File: config.mk
export PLATFORM = sky130hd
export DESIGN_NAME = cnt_wnd_seq
export DESIGN_NICKNAME = d
export VERILOG_FILES = /design/src/rtl/cnt_wnd_seq_pkg.sv /design/src/rtl/cnt_chunk_tree.sv /design/src/rtl/cnt_wnd_seq.sv
export SDC_FILE = /design/constraint.sdc
export NUM_CORES = 1
export LEC_CHECK = 0
export ABC_AREA = 1
export CORE_MARGIN = 2
export CORE_UTILIZATION = 40
export DETAILED_ROUTE_END_ITERATION = 7
export PLACE_DENSITY_LB_ADDON = 0.08
export SYNTH_ARGS = -nofsm -noshare
export SYNTH_HDL_FRONTEND = slang
export SYNTH_SLANG_ARGS = --single-unit
File: constraint.sdc
create_clock -name clk -period 5.7 [get_ports clk]
set_input_delay 1.425 -clock clk [delete_from_list [all_inputs] [get_ports clk]]
set_output_delay 1.425 -clock clk [all_outputs]
set_load 0.01 [all_outputs]
File: src/rtl/cnt_wnd_seq_pkg.sv
// Shared definitions for the window-count blocks: FSM state encoding and a
// constant-foldable ceil(log2) helper.
package cnt_wnd_seq_pkg;

  typedef enum logic [1:0] {
    ST_IDLE = 2'd0,
    ST_RUN  = 2'd1,
    ST_DONE = 2'd2
  } cnt_state_e;

  // ceil(log2(v)); 0 for v <= 1
  function automatic int unsigned clogb2(input int unsigned v);
    int unsigned r;
    r = 0;
    for (int unsigned i = 0; i < 32; i++) begin
      if ((32'd1 << i) < v) r = i + 1;
    end
    return r;
  endfunction

endpackage

File: src/rtl/cnt_chunk_tree.sv
// Combinational popcount of one chunk: pairwise adder tree stored heap-style,
// leaves at node[WIDTH..2*WIDTH-1], root at node[1].
module cnt_chunk_tree
  import cnt_wnd_seq_pkg::*;
#(
  parameter int unsigned WIDTH = 16
) (
  input  logic [WIDTH-1:0]        bits,
  output logic [$clog2(WIDTH):0]  cnt
);

  localparam int unsigned OUT_W = clogb2(WIDTH) + 1;

  logic [OUT_W-1:0] node [1:2*WIDTH-1];

  for (genvar k = 0; k < WIDTH; k++) begin : g_leaf
    assign node[WIDTH+k] = OUT_W'(bits[k]);
  end

  for (genvar k = 1; k < WIDTH; k++) begin : g_sum
    assign node[k] = node[2*k] + node[2*k+1];
  end

  assign cnt = node[1];

endmodule

File: src/rtl/cnt_wnd_seq.sv
// Multi-cycle popcount of bitmap[min(len,WND_SIZE)-1:0], one chunk per cycle.
// Optional macro CNT_WND_SEQ_EARLY_EXIT_EN skips trailing fully-masked chunks.
module cnt_wnd_seq
  import cnt_wnd_seq_pkg::*;
#(
  parameter int unsigned WND_SIZE    = 128,
  parameter int unsigned CHUNK_WIDTH = 16
) (
  input  logic                      clk,
  input  logic                      rst,
  input  logic                      req_valid,
  output logic                      req_ready,
  input  logic [WND_SIZE-1:0]       req_bitmap,
  input  logic [$clog2(WND_SIZE):0] req_len,
  output logic                      rsp_valid,
  input  logic                      rsp_ready,
  output logic [$clog2(WND_SIZE):0] rsp_cnt
);

  localparam int unsigned NUM_CHUNKS = WND_SIZE / CHUNK_WIDTH;
  localparam int unsigned WND_LOG    = clogb2(WND_SIZE);
  localparam int unsigned CNT_WIDTH  = WND_LOG + 1;
  localparam int unsigned CHUNK_LOG  = clogb2(CHUNK_WIDTH);
  localparam int unsigned TREE_W     = CHUNK_LOG + 1;
  localparam int unsigned IDX_W      = (NUM_CHUNKS > 1) ? clogb2(NUM_CHUNKS) : 1;

  cnt_state_e            state_q;
  logic [WND_SIZE-1:0]   bitmap_q;
  logic [CNT_WIDTH-1:0]  len_q;
  logic [CNT_WIDTH-1:0]  acc_q;
  logic [IDX_W-1:0]      idx_q;

  logic [CNT_WIDTH-1:0]   len_clip_c;
  logic [CNT_WIDTH-1:0]   base_c;
  logic [CHUNK_WIDTH-1:0] chunk_c;
  logic [CHUNK_WIDTH-1:0] mask_c;
  logic [CHUNK_WIDTH-1:0] masked_c;
  logic [TREE_W-1:0]      pop_c;
  logic                   last_c;

  // Length clip, chunk select and per-bit length mask for the current chunk
  always_comb begin
    len_clip_c = (req_len > CNT_WIDTH'(WND_SIZE)) ? CNT_WIDTH'(WND_SIZE) : req_len;
    base_c     = CNT_WIDTH'(idx_q) << CHUNK_LOG;
    chunk_c    = CHUNK_WIDTH'(bitmap_q >> base_c);
    mask_c     = '0;
    for (int unsigned j = 0; j < CHUNK_WIDTH; j++) begin
      mask_c[j] = (base_c + CNT_WIDTH'(j)) < len_q;
    end
    masked_c   = chunk_c & mask_c;
  end

`ifdef CNT_WND_SEQ_EARLY_EXIT_EN
  logic [CNT_WIDTH-1:0] n_chunks_c;

  // Stop after the last chunk that holds any in-range bit
  always_comb begin
    n_chunks_c = (len_q + CNT_WIDTH'(CHUNK_WIDTH - 1)) >> CHUNK_LOG;
    last_c     = (CNT_WIDTH'(idx_q) + CNT_WIDTH'(1)) >= n_chunks_c;
  end
`else
  assign last_c = (idx_q == IDX_W'(NUM_CHUNKS - 1));
`endif

  cnt_chunk_tree #(
    .WIDTH (CHUNK_WIDTH)
  ) u_tree (
    .bits (masked_c),
    .cnt  (pop_c)
  );

  always_ff @(posedge clk or posedge rst) begin
    if (rst) begin
      state_q   <= ST_IDLE;
      bitmap_q  <= '0;
      len_q     <= '0;
      acc_q     <= '0;
      idx_q     <= '0;
      req_ready <= 1'b1;
      rsp_valid <= 1'b0;
      rsp_cnt   <= '0;
    end else begin
      case (state_q)
        ST_IDLE: begin
          if (req_valid && req_ready) begin
            bitmap_q  <= req_bitmap;
            len_q     <= len_clip_c;
            acc_q     <= '0;
            idx_q     <= '0;
            req_ready <= 1'b0;
`ifdef CNT_WND_SEQ_EARLY_EXIT_EN
            state_q   <= (len_clip_c == '0) ? ST_DONE : ST_RUN;
`else
            state_q   <= ST_RUN;
`endif
          end
        end
        ST_RUN: begin
          acc_q <= acc_q + CNT_WIDTH'(pop_c);
          idx_q <= idx_q + IDX_W'(1);
          if (last_c) state_q <= ST_DONE;
        end
        ST_DONE: begin
          // First DONE cycle publishes the result; it then holds until taken
          if (!rsp_valid) begin
            rsp_valid <= 1'b1;
            rsp_cnt   <= acc_q;
          end else if (rsp_ready) begin
            rsp_valid <= 1'b0;
            req_ready <= 1'b1;
            state_q   <= ST_IDLE;
          end
        end
        default: state_q <= ST_IDLE;
      endcase
    end
  end

endmodule

==> impl_results.md, run 1 <==
- Antenna violations before repair: 0
- Crit end category: flip-flop
- Final number of max-transition violations: 0
- Overall via count from detail_route: 7,029
- Cell count after synthesis: 1,054
- Setup-failing EPs final: 0
- Cell type contributing the most total cell area after synthesis: sky130_fd_sc_hd__dfrtp_1
- Iteration-0 DRC Markers: 435
- First-pass GRT wire length: 37.2 mm
- Reg-to-Reg Start: idx_q[2]$_DFFE_PP0P_
- Launch point of the worst hold path: bitmap_q[125]$_DFFE_PP0P_
- Number of sinks driven by the clock tree: 159
- Setup TNS after final layout: 0 ps
- Total GRT Usage: 0.221
- Count of instances resized after the clock tree is built: 0
- Instance count after placement with tap cells included: 1,430
- Largest net degree at the start of global routing: 160
- Placement row count: between 50 and 60
- Area overhead of the layout relative to synthesis: 28.2%
- Htree depth: 4
- Met2 layer wire length in the routed design: 10.4 mm
- Top flip-flop cell by instance count after synthesis: sky130_fd_sc_hd__dfrtp_1
- Req. time, crit path: ~6000 ps
- Hpwl dp: ~16 mm
- Biggest fanout along the worst timing path: 9
- Router iterations before antenna repair: 5
- Final Hold Viols: 0
- RD Place Congestion: 0.866
- Seq/Total Area, Yosys: 0.493
- Initial Util: 0.410
- Cell with the most instances after synthesis: sky130_fd_sc_hd__nand2_1
- Arrival time at the worst endpoint: 5500 ps
- Maximum achievable frequency: about 190 MHz
- Post-DRT Antenna Nets: 0
- Category of the most critical setup path: flip-flop to flip-flop
- Synth warnings: 0
- Worst rel slew slack: 0.358
- Boundary Pins: 150
- WL final: roughly 23 mm
- Fraction of layout instances using a drive strength above 1: 0.0451
- Critical Path Max Stage Delay: approximately 520 ps
- CP max stage cell: sky130_fd_sc_hd__fa_1
- Top cells by area, synth: sky130_fd_sc_hd__dfrtp_1 (49%), sky130_fd_sc_hd__nand2_1 (22%), sky130_fd_sc_hd__o21ai_0 (5.1%)
- Highest layer used for signal routing: met4
- Diode count: 0
- Endpoint of the lowest-slack register-to-register path: acc_q[6]$_DFFE_PP0P_
- Wire length per cell after detailed routing: ~15 um
- Flop2flop setup slack: 520 ps
- End-of-flow core utilization: 0.526
- M1 wire length: 10.7 mm
- Number of register bits inferred by synthesis: 159
- Core area: 19,700 um2
- Final hold slack: ~470 ps
- Clock period minus final worst setup slack: between 5000 and 6000 ps
- Skew-Pair Late Insertion Delay: 430 ps
- Yosys top cell area share: 0.490
- Max Root-Sink Buffers: 2
- Routed wl met3: around 910 um
- DRC: 0
- Number of cells on the worst reg-to-reg path: 21
- Post-CTS setup buffer count: 0
- Total global routing overflow: 0
- Area enclosed by the die boundary: 21,300 um2
- Count of filler cells inserted in the layout: 1,972
- Clock root cell: sky130_fd_sc_hd__clkbuf_16
- Die boundary width: about 150 um
- Height of the die: roughly 150 um
- Number of nets in the final layout: 1,350
- Worst Tran Pin Value: 963 ps
- CP most frequent cell: sky130_fd_sc_hd__fa_1
- Final Non-Filler Cells: 1,462
- Share of the clock period used by the worst path: 0.908
- Mapped Area: around 8000 um2
- Avg Vias per Cell: 4.81
- Num CTS Buffers: 17
- Number of synthesized flops with an enable pin: 0
- Category of the worst setup path launch point: flip-flop
- Crit-path cells: ha_1, inv_1, nor2_1, nand3_1, nor2_1, nand2_1, nand2_1, nor2_1, fa_1, inv_1, fa_1, fa_1, fa_1, fa_1, fa_1, inv_1, nand2_1, nand3_1, nand3_1, nand2_1, inv_1
- Distinct cell type count after synthesis: 24
- Status: finished, final reports clean
- Hold-critical path depth: 2
- Avg Inst Size Synth: 7.65 um2
- Synth cell count leaders: sky130_fd_sc_hd__nand2_1 (479), sky130_fd_sc_hd__dfrtp_1 (158), sky130_fd_sc_hd__o21ai_0 (82), sky130_fd_sc_hd__inv_1 (79), sky130_fd_sc_hd__nand3_1 (69)
- Share of synthesized registers carrying an async set or reset: 1.00
- CTS tree: done
- Classification of the worst-slack hold path: flip-flop to flip-flop
- Post-Route Skew: 7.26 ps
- Synthesized net count: roughly 1,200
- CTS hold repair buffers: 0
- Vias in the first global route: 6,963
- CTS clock-pin slew for the worst setup and hold paths: 60 ps
- Hold worst-path end: bitmap_q[125]$_DFFE_PP0P_
- RSZ-0062 raised after global routing: no
- Max Cap Viol: 0
- Number of buffers inserted by port buffering: between 100 and 150
==> routing by layer <==
| metal | vias up | track usage |
|---|---|---|
| li1 | 3567 | - |
| met1 | 3266 | 0.310 |
| met2 | 171 | 0.346 |
| met3 | 25 | 0.0353 |
| met4 | 0 | 0.0820 |
| met5 | - | 0 |
==> stage by stage <==
stage / area (um2) / setup slack (ps)
3_5_place_dp: 9760 / 500
2_1_floorplan: 8070 / 956
5_1_grt: 10300 / 185
4_1_cts: 10300 / 486
3_3_place_gp: 9760 / 547
6_report: 10300 / 523
==> layout by cell type (no fill, tap or decap) <==
master / instances
sky130_fd_sc_hd__o21ai_0: 82
sky130_fd_sc_hd__fa_1: 12
sky130_fd_sc_hd__nor3_1: 2
sky130_fd_sc_hd__clkbuf_1: 3
sky130_fd_sc_hd__clkbuf_16: 17
sky130_fd_sc_hd__ha_1: 14
sky130_fd_sc_hd__clkinvlp_4: 6
sky130_fd_sc_hd__o22ai_1: 8
sky130_fd_sc_hd__dfrtp_2: 1
sky130_fd_sc_hd__nor2_1: 46
sky130_fd_sc_hd__or2_2: 2
sky130_fd_sc_hd__buf_12: 2
sky130_fd_sc_hd__inv_6: 2
sky130_fd_sc_hd__o21a_1: 1
sky130_fd_sc_hd__dfrtp_1: 157
sky130_fd_sc_hd__inv_4: 1
sky130_fd_sc_hd__nand3_4: 1
sky130_fd_sc_hd__clkinv_4: 2
sky130_fd_sc_hd__buf_4: 14
sky130_fd_sc_hd__mux2_2: 1
sky130_fd_sc_hd__dfstp_2: 1
sky130_fd_sc_hd__nand4_1: 1
sky130_fd_sc_hd__inv_1: 78
sky130_fd_sc_hd__bufinv_16: 2
sky130_fd_sc_hd__nand3_1: 69
sky130_fd_sc_hd__a21oi_1: 26
sky130_fd_sc_hd__clkinv_1: 2
sky130_fd_sc_hd__inv_2: 1
sky130_fd_sc_hd__clkdlybuf4s50_1: 149
sky130_fd_sc_hd__nand2_1: 479
sky130_fd_sc_hd__o211ai_1: 14
sky130_fd_sc_hd__clkbuf_8: 1
==> worst max-delay path by stage <==
stage	from	endpoint	slack (ps)	cells past startpoint
after floorplan	idx_q[2]$_DFFE_PP0P_	acc_q[6]$_DFFE_PP0P_	960	21
after global placement	idx_q[2]$_DFFE_PP0P_	acc_q[6]$_DFFE_PP0P_	550	21
after detailed placement	idx_q[2]$_DFFE_PP0P_	acc_q[6]$_DFFE_PP0P_	500	21
after CTS	idx_q[2]$_DFFE_PP0P_	acc_q[6]$_DFFE_PP0P_	490	21
after global routing	len_q[6]$_DFFE_PP0P_	acc_q[6]$_DFFE_PP0P_	190	22
final	idx_q[2]$_DFFE_PP0P_	acc_q[6]$_DFFE_PP0P_	520	21
==> critical path: cells and delay by family, from the launching register on <==
kind | cells | cell delay (ps)
fa+ha+maj | 7 | 3180
flops | 1 | 380
buf+inv | 4 | 220
simple gates | 10 | 1320
==> flip-flops by register name, summed over array words and instances (netlist names) <==
signal / flops
acc_q: 8
bitmap_q: 128
idx_q: 3
len_q: 8
req_ready: 1
rsp_cnt: 8
rsp_valid: 1
state_q: 2
==> cells by family after synthesis <==
logic type,share of synthesized area
AO/OA/AOI/OAI,0.0872
adder cells (fa/ha/maj),0.0515
buffers and inverters,0.0748
flip-flops,0.493
multiplexers,0.00140
AND/OR/NAND/NOR,0.292
==> cell type report <==
class | instances | area, um2 | share of cell area
Inverter | 83 | 318 | 0.0307
Multi-Input combinational cell | 758 | 3490 | 0.338
Tap cell | 265 | 332 | 0.0321
Sequential cell | 159 | 3980 | 0.385
Clock buffer | 21 | 450 | 0.0436
Clock inverter | 11 | 133 | 0.0128
Timing Repair Buffer | 165 | 1640 | 0.158
Power of run 1 is not shown: default switching activity piles up to over one toggle a cycle in this logic, so the estimate is an artifact.
==> run 2, diff against run 1 <==
- SLEW_MARGIN: unset -> 40
- TNS_END_PERCENT: unset -> 10
==> run 2 against run 1 <==
  * Clock skew up 3.0 ps
  * Critical path depth unchanged
  * Count of clock-buffer cells in the layout fell by 1
  * Non-clock buffer count grew 1
  * First-iteration DRC count fell by 6.9%
  * Critical endpoint unchanged
  * Largest cell class unchanged
==> impl_results.md, run 2 (synthesized netlist as in run 1, its figures left out) <==
- Launch point of the worst hold path: bitmap_q[125]$_DFFE_PP0P_ (unchanged)
- Met3 global-route usage: 0.0391 (was 0.0353)
- Overall via count from detail_route: 7,033 (was 7,029)
- First-pass GRT wire length: 37.1 mm (was 37.2 mm)
- Arrival time at the worst endpoint: 5430 ps (was 5500 ps)
- Met2 track utilization from global routing: 0.347 (was 0.346)
- M1 GR Usage: 0.307 (was 0.310)
- Die boundary width: 146 um (unchanged)
- Clock root cell: sky130_fd_sc_hd__clkbuf_16 (unchanged)
- Total GRT Usage: 0.220 (was 0.221)
- Category of the worst setup path launch point: flip-flop (unchanged)
- Status: finished, final reports clean (unchanged)
- Count of instances resized after the clock tree is built: 0 (unchanged)
- Height of the die: 146 um (unchanged)
- Hpwl dp: 16.3 mm (was 16.1 mm)
- Share of the clock period used by the worst path: 0.898 (was 0.908)
- Most frequent cells in the layout: sky130_fd_sc_hd__nand2_1 (479), sky130_fd_sc_hd__dfrtp_1 (157), sky130_fd_sc_hd__clkdlybuf4s50_1 (149) (unchanged)
- Vias in the first global route: 6,993 (was 6,963)
- Fraction of layout instances using a drive strength above 1: 0.0467 (was 0.0451)
- CTS tree: done (unchanged)
- Num CTS Buffers: 17 (unchanged)
- Area overhead of the layout relative to synthesis: 28.9% (was 28.2%)
- Iteration-0 DRC Markers: 405 (was 435)
- DRC: 0 (unchanged)
- WL final: 22.5 mm (was 22.6 mm)
- Number of nets in the final layout: 1,351 (was 1,350)
- Avg Vias per Cell: 4.81 (about the same)
- Post-Route Skew: 10.2 ps (was 7.26 ps)
- Htree depth: 4 (unchanged)
- Top register by number of flip-flops: bitmap_q (unchanged)
- Max FFs per register: 128 (unchanged)
- Layer carrying the most global-route usage: met2 (unchanged)
- Number of buffers inserted by port buffering: 149 (unchanged)
- Placement row count: 51 (unchanged)
- Total global routing overflow: 0 (unchanged)
- Final Hold Viols: 0 (unchanged)
- Most frequent standard cell in the layout excluding fill and tap cells: sky130_fd_sc_hd__nand2_1 (unchanged)
- Req. time, crit path: 6010 ps (was 6020 ps)
- Post-DRT Antenna Nets: 0 (unchanged)
- Biggest fanout along the worst timing path: 9 (unchanged)
- CTS hold repair buffers: 0 (unchanged)
- Area enclosed by the die boundary: 21,300 um2 (unchanged)
- Setup-failing EPs final: 0 (unchanged)
- RD Place Congestion: 0.866 (unchanged)
- Antenna violations before repair: 0 (unchanged)
- Count of filler cells inserted in the layout: 1,991 (was 1,972)
- Boundary Pins: 150 (unchanged)
- Crit path from: idx_q[2]$_DFFE_PP0P_ (unchanged)
- Classification of the worst-slack hold path: flip-flop to flip-flop (unchanged)
- Max Cap Viol: 0 (unchanged)
- Max Root-Sink Buffers: 2 (unchanged)
- RSZ-0062 raised after global routing: no (unchanged)
- Hold-critical path depth: 2 (unchanged)
- CTS clock-pin slew for the worst setup and hold paths: 60 ps (about the same)
- Clock period minus final worst setup slack: 5120 ps (was 5180 ps)
- Largest net degree at the start of global routing: 105 (was 160)
- Crit end category: flip-flop (unchanged)
- Number of sinks driven by the clock tree: 159 (unchanged)
- Initial Util: 0.410 (unchanged)
- Category of the most critical setup path: flip-flop to flip-flop (unchanged)
- Worst Tran Pin Value: 728 ps (was 963 ps)
- Post-CTS setup buffer count: 0 (unchanged)
- Diode count: 0 (unchanged)
- Reg-to-Reg Start: idx_q[2]$_DFFE_PP0P_ (unchanged)
- Maximum achievable frequency: 195 MHz (was 193 MHz)
- Router iterations before antenna repair: 5 (unchanged)
- Final number of max-transition violations: 0 (unchanged)
- Setup TNS after final layout: 0 ps (unchanged)
- Number of cells on the worst reg-to-reg path: 21 (unchanged)
- Worst rel slew slack: 0.510 (was 0.358)
- Skew-Pair Late Insertion Delay: 430 ps (about the same)
- Core area: 19,700 um2 (unchanged)
- Wire length per cell after detailed routing: 15.4 um (was 15.5 um)
==> run 2: layout make-up <==
cell class	count	area [um2]	share of cell area
clock buffer	20	447	0.0430
clock inverter	12	159	0.0153
inverter	83	318	0.0306
multi-input combinational	758	3490	0.336
sequential	159	3980	0.383
tap	265	332	0.0319
timing repair buffer	166	1670	0.160
==> run 2: stage by stage <==
stage / cells / util / hold slack, ps / setup slack, ps / instance area [um2]
global route: 1463 / 0.529 / 496 / 179 / 10400
floorplan: 1054 / - / 444 / 956 / 8070
finish: 1463 / 0.529 / 471 / 580 / 10400
detailed placement: 1431 / 0.498 / 461 / 558 / 9790
global placement: 1430 / 0.497 / 458 / 547 / 9760
CTS: 1463 / 0.529 / 479 / 545 / 10400
==> run 2: final timing paths <==
kind	slack, ps	to
max in group asynchronous	3510	bitmap_q[73]$_DFFE_PP0P_
min in group asynchronous	1440	bitmap_q[60]$_DFFE_PP0P_
worst min register to register	470	bitmap_q[125]$_DFFE_PP0P_
worst max register to register	580	acc_q[6]$_DFFE_PP0P_
worst max-delay path	580	acc_q[6]$_DFFE_PP0P_
worst min-delay path	470	bitmap_q[125]$_DFFE_PP0P_
==> run 2: layer usage <==
| layer | part of all wire | wire length [um] |
|---|---|---|
| met1 | 0.47 | 10600 |
| met2 | 0.46 | 10300 |
| met3 | 0.046 | 1030 |
| met4 | 0.026 | 583 |
| met5 | 0 | 0 |
==> run 2: worst max-delay path, cell delays in order (launching register included) <==
cell                      delay, ps
sky130_fd_sc_hd__dfrtp_1        370
sky130_fd_sc_hd__ha_1           280
sky130_fd_sc_hd__inv_1           40
sky130_fd_sc_hd__nor2_1         200
sky130_fd_sc_hd__nand3_1        330
sky130_fd_sc_hd__nor2_1         260
sky130_fd_sc_hd__nand2_1         80
sky130_fd_sc_hd__nand2_1         60
sky130_fd_sc_hd__nor2_1          60
sky130_fd_sc_hd__fa_1           470
sky130_fd_sc_hd__inv_1           50
sky130_fd_sc_hd__fa_1           500
sky130_fd_sc_hd__fa_1           510
sky130_fd_sc_hd__fa_1           520
sky130_fd_sc_hd__fa_1           470
sky130_fd_sc_hd__fa_1           420
sky130_fd_sc_hd__inv_1           80
sky130_fd_sc_hd__nand2_1         50
sky130_fd_sc_hd__nand3_1         80
sky130_fd_sc_hd__nand3_1         70
sky130_fd_sc_hd__nand2_1         70
sky130_fd_sc_hd__inv_1           40
Power of run 2 is left out for the same reason.
